### config.mk
export PLATFORM = sky130hd
export DESIGN_NAME = or2_tester
export DESIGN_NICKNAME = d
export VERILOG_FILES = /design/src/rtl/or2_tester.sv
export SDC_FILE = /design/constraint.sdc
export NUM_CORES = 1
export LEC_CHECK = 0
export ABC_AREA = 1
export CORE_ASPECT_RATIO = 0.75
export CORE_MARGIN = 2
export CORE_UTILIZATION = 30
export CTS_CLUSTER_DIAMETER = 50
export DETAILED_ROUTE_END_ITERATION = 10
export GPL_TIMING_DRIVEN = 0
export PLACE_DENSITY_LB_ADDON = 0.3
export SYNTH_ARGS = -nofsm -noshare
export SYNTH_HDL_FRONTEND = slang
export SYNTH_SLANG_ARGS = --single-unit
export TNS_END_PERCENT = 1
### constraint.sdc
create_clock -name clk_in -period 4.3 [get_ports clk_in]
set_input_delay 0.86 -clock clk_in [delete_from_list [all_inputs] [get_ports clk_in]]
set_output_delay 0.86 -clock clk_in [all_outputs]
set_load 0.05 [all_outputs]
### src/rtl/or2_tester.sv
// rtl/or2_tester.sv - exhaustive stimulus and checker for a 2-input OR cell
// Walks (B,A)=00..11, holds each vector HOLD cycles, samples y_in at SETTLE, counts mismatches.
module or2_tester #(
  parameter int HOLD   = 10,
  parameter int SETTLE = 3,
  parameter int LOOPS  = 1
) (
  input  logic       clk_in,
  input  logic       rst_in,
  input  logic       start_in,
  input  logic       y_in,
  output logic       a_out,
  output logic       b_out,
  output logic       busy_out,
  output logic       done_out,
  output logic       pass_out,
  output logic [7:0] err_cnt_out
);
  localparam int HW = (HOLD > 1) ? $clog2(HOLD) : 1;
  localparam int LW = (LOOPS > 1) ? $clog2(LOOPS) : 1;
  localparam logic [HW-1:0] HOLD_LAST = HW'(HOLD - 1);
  localparam logic [HW-1:0] SETTLE_AT = HW'(SETTLE);
  localparam logic [LW-1:0] LOOP_LAST = LW'(LOOPS - 1);

  typedef enum logic [1:0] {IDLE, DRIVE, DONE} state_t;

  state_t        state_q;
  logic [1:0]    vec_q;
  logic [HW-1:0] hold_q;
  logic [LW-1:0] loop_q;
  logic          a_q, b_q, busy_q, done_q, pass_q;
  logic [7:0]    err_q, err_d;
  logic          mismatch;
  logic          sample;

  // An unknown y_in falls through to the default, so X/Z counts as a mismatch.
  always_comb begin
    mismatch = 1'b1;
    if (y_in == (a_q | b_q)) mismatch = 1'b0;
  end

  assign sample = (state_q == DRIVE) && (hold_q == SETTLE_AT);

  always_comb begin
    err_d = err_q;
    if (sample && mismatch && (err_q != 8'hFF)) err_d = err_q + 8'd1;
  end

  always_ff @(posedge clk_in or posedge rst_in) begin
    if (rst_in) begin
      state_q <= IDLE;
      vec_q   <= '0;
      hold_q  <= '0;
      loop_q  <= '0;
      a_q     <= 1'b0;
      b_q     <= 1'b0;
      busy_q  <= 1'b0;
      done_q  <= 1'b0;
      pass_q  <= 1'b0;
      err_q   <= '0;
    end else begin
      done_q <= 1'b0;
      case (state_q)
        IDLE: begin
          if (start_in) begin
            state_q <= DRIVE;
            vec_q   <= '0;
            hold_q  <= '0;
            loop_q  <= '0;
            err_q   <= '0;
            pass_q  <= 1'b0;
            busy_q  <= 1'b1;
            a_q     <= 1'b0;
            b_q     <= 1'b0;
          end
        end
        DRIVE: begin
          err_q <= err_d;
          if (hold_q == HOLD_LAST) begin
            // pass uses err_d so a sample on the final edge is already included
            if ((vec_q == 2'd3) && (loop_q == LOOP_LAST)) begin
              state_q <= DONE;
              done_q  <= 1'b1;
              busy_q  <= 1'b0;
              pass_q  <= (err_d == 8'd0);
              a_q     <= 1'b0;
              b_q     <= 1'b0;
            end else begin
              hold_q     <= '0;
              vec_q      <= vec_q + 2'd1;
              {b_q, a_q} <= vec_q + 2'd1;
              if (vec_q == 2'd3) loop_q <= loop_q + LW'(1);
            end
          end else begin
            hold_q <= hold_q + HW'(1);
          end
        end
        DONE:    state_q <= IDLE;
        default: state_q <= IDLE;
      endcase
    end
  end

  assign a_out       = a_q;
  assign b_out       = b_q;
  assign busy_out    = busy_q;
  assign done_out    = done_q;
  assign pass_out    = pass_q;
  assign err_cnt_out = err_q;
endmodule

==> impl_metrics.toml <==
[timing]
rsz0062_at_grt = "no"
fin_crit_sh_pct = 57.37
clock_skew_ns = 0.006161
slew_headroom_pct = 44.55
setup_viol = 0
maxSlewViolCount = 0
fmax_mhz = 405.4
worst_slack_ns = 1.833
tns_ns = 0
worst_slew_pin_slew_ns = 0.8309
period_minus_slack_ns = 2.467
hold_viol_final = 0

[cells_and_area]
drive_gt1_share_pct = 10.58
fin_util_pct = 38.47
n_fill_cell = 435
seq_area_um2 = 550.5
stdcell_area_mm2 = 0.001569
syn_to_final_growth_pct = 22.10
multi_input_area_um2 = 633.1
layout.nets = 198
n_antenna_cell = 0

[route]
vias_per_cell = 4.512
drc_errors = 0
drt-pass1-iter-count = 4
drt_iter0_drc = 33
totalWireLength_um = 2734
vias = 1101
wire_per_inst_um = 11.20
antenna_left = 0

[placement]
hpwl_um = 2069
placed_area_mm2 = 0.001514
gp_congestion = 0.8072
dp_slack_ns = 1.917
portBuffers = 16

[cts]
clk_latency_ns = 0.26
cts_tree = "yes"
cts_root_buf = "clkbuf_8"
cts.sinks = 22
cts_buffers = 3
path_clk_slew_ns = 0.08
cts_hold_buf = 0
htreeDepth = 1
clk_path_buf_depth = 2
cts_setup_buffers = 0
cts_resized = 0

[yosys]
synth_nets = 177
yosysTopAreaCellShare_pct = 42.84
yosysSeqAreaShare_pct = 42.84
yosysUniqueCellTypes = 22
ys.flop_type = "dfrtp_1"
netlist_instances = 169
synth.most_common_cell = "nand2_1"
ys_async_sr_fraction_pct = 100.0
ys_top_cells_by_count = "43 x nand2_1, 23 x inv_1, 22 x dfrtp_1"
ys_ff_latch = 22
synth_edf_count = 0
synth.avg_cell_area_um2 = 7.603
synth_area_leader_cell = "dfrtp_1"
synth_area_mm2 = 0.001285
yosysWarnings = 0
synth_area_leaders = "dfrtp_1 43%, nand2_1 13%, inv_1 6.7%"

[pwr]
p_leak_uw = 0.0007795
power_per_cell_area_mw_per_mm2 = 606.6
ir_worst_vdd_v = 0.0002587

[floorplanning]
dieArea_mm2 = 0.004828
fp-row-count = 20
die_width_um = 79.57
start_util_pct = 31.50
io_pins = 17
die_y_um = 60.68
core_mm2 = 0.004079

[critical_path]
cp-start-kind = "flop"
crit_type = "reg2out"
cp_cell_sequence = "clkdlybuf4s50_1"
critPathTopFamily = "buffers and inverters"
cp_max_fo = 7
worst_path_max_delay_cell = "clkdlybuf4s50_1"
crit_buf_inv = 1
cp.arrival_ns = 1.61
slowest_delay_ns = 0.85
end_kind = "output pin"
required_ns = 3.44

[grt]
grt.overflow.total = 0
first_global_vias = 1004
antenna_found_initial = 0
grt_pass1_wl_um = 4671
grtUsageTotal_pct = 12.92
grt_max_degree = 23

[min_path]
hold_path_class = "reg2reg"

[run]
maxCapViolCount = 0

[status]
status = "completed"
-- layout make-up --
cell class,instances,share of cell area (%)
multi-input cells,120,40.35
flip-flops and latches,22,35.09
repair buffers,16,10.21
inverters,27,6.459
well taps,55,4.386
clock buffers,4,3.509
-- final timing paths --
check | start | to | slack, ns | depth (start not counted)
worst max-delay path | err_cnt_out[2] | err_cnt_out[2] | 1.83 | 1
worst min-delay path | busy_out | busy_out | 0.49 | 2
worst max register to register | err_cnt_out[0] | pass_out | 2.59 | 11
worst min register to register | busy_out | busy_out | 0.49 | 2
max in group asynchronous | rst_in | busy_out | 2.72 | 2
min in group asynchronous | rst_in | err_cnt_out[2] | 1.07 | 2
-- report_power, final --
part | switching, uW | internal, uW | total [uW]
Sequential | 62.3 | 267 | 329
Clock | 65.8 | 81.5 | 147
Combinational | 313 | 162 | 475
Total | 442 | 510 | 952
-- kinds of logic after synthesis --
| kind of cell | count (synthesis) | synth area share [%] |
|---|---|---|
| and+or+nand+nor | 89 | 32.81 |
| adders and majority gates | 4 | 3.895 |
| AOI/OAI and AO/OA | 23 | 9.834 |
| buffers and inverters | 27 | 7.886 |
| xor gates and xnor gates | 4 | 2.727 |
| DFF | 22 | 42.84 |
-- per-layer routing --
layer,routed length [um],track usage [%],part of all wire [%]
met5,0,0,0
met4,19,4.187,0.69
met3,121,3.869,4.4
met2,1095,18.13,40
met1,1498,19.02,55
-- layout by cell type (no fill, tap or decap), drive strengths merged, types with 4 or more instances in the layout --
master         netlist  layout
nand2               47      47
inv                 27      27
dfrtp               22      22
nor2                22      22
nand3               17      17
clkdlybuf4s50        0      16
o21ai               15      15
o22ai                6       6
ha                   4       4
clkbuf               0       4
-- flip-flops by register name (all words and copies together) (netlist names) --
register / cells
a_out: 1
b_out: 1
busy_out: 1
done_out: 1
err_cnt_out: 8
hold_q: 4
loop_q: 1
pass_out: 1
state_q: 2
vec_q: 2
-- metrics by stage --
step | instances | hold WS (ns) | power, uW
floorplan | 169 | 0.4368 | 674.4
global placement | 240 | 0.4603 | 803.8
detailed placement | 240 | 0.4678 | 809.5
CTS | 244 | 0.4859 | 961.9
global route | 244 | 0.5094 | 1036
finish | 244 | 0.4867 | 951.7
Note: power is estimated with default switching activity, not from simulation.
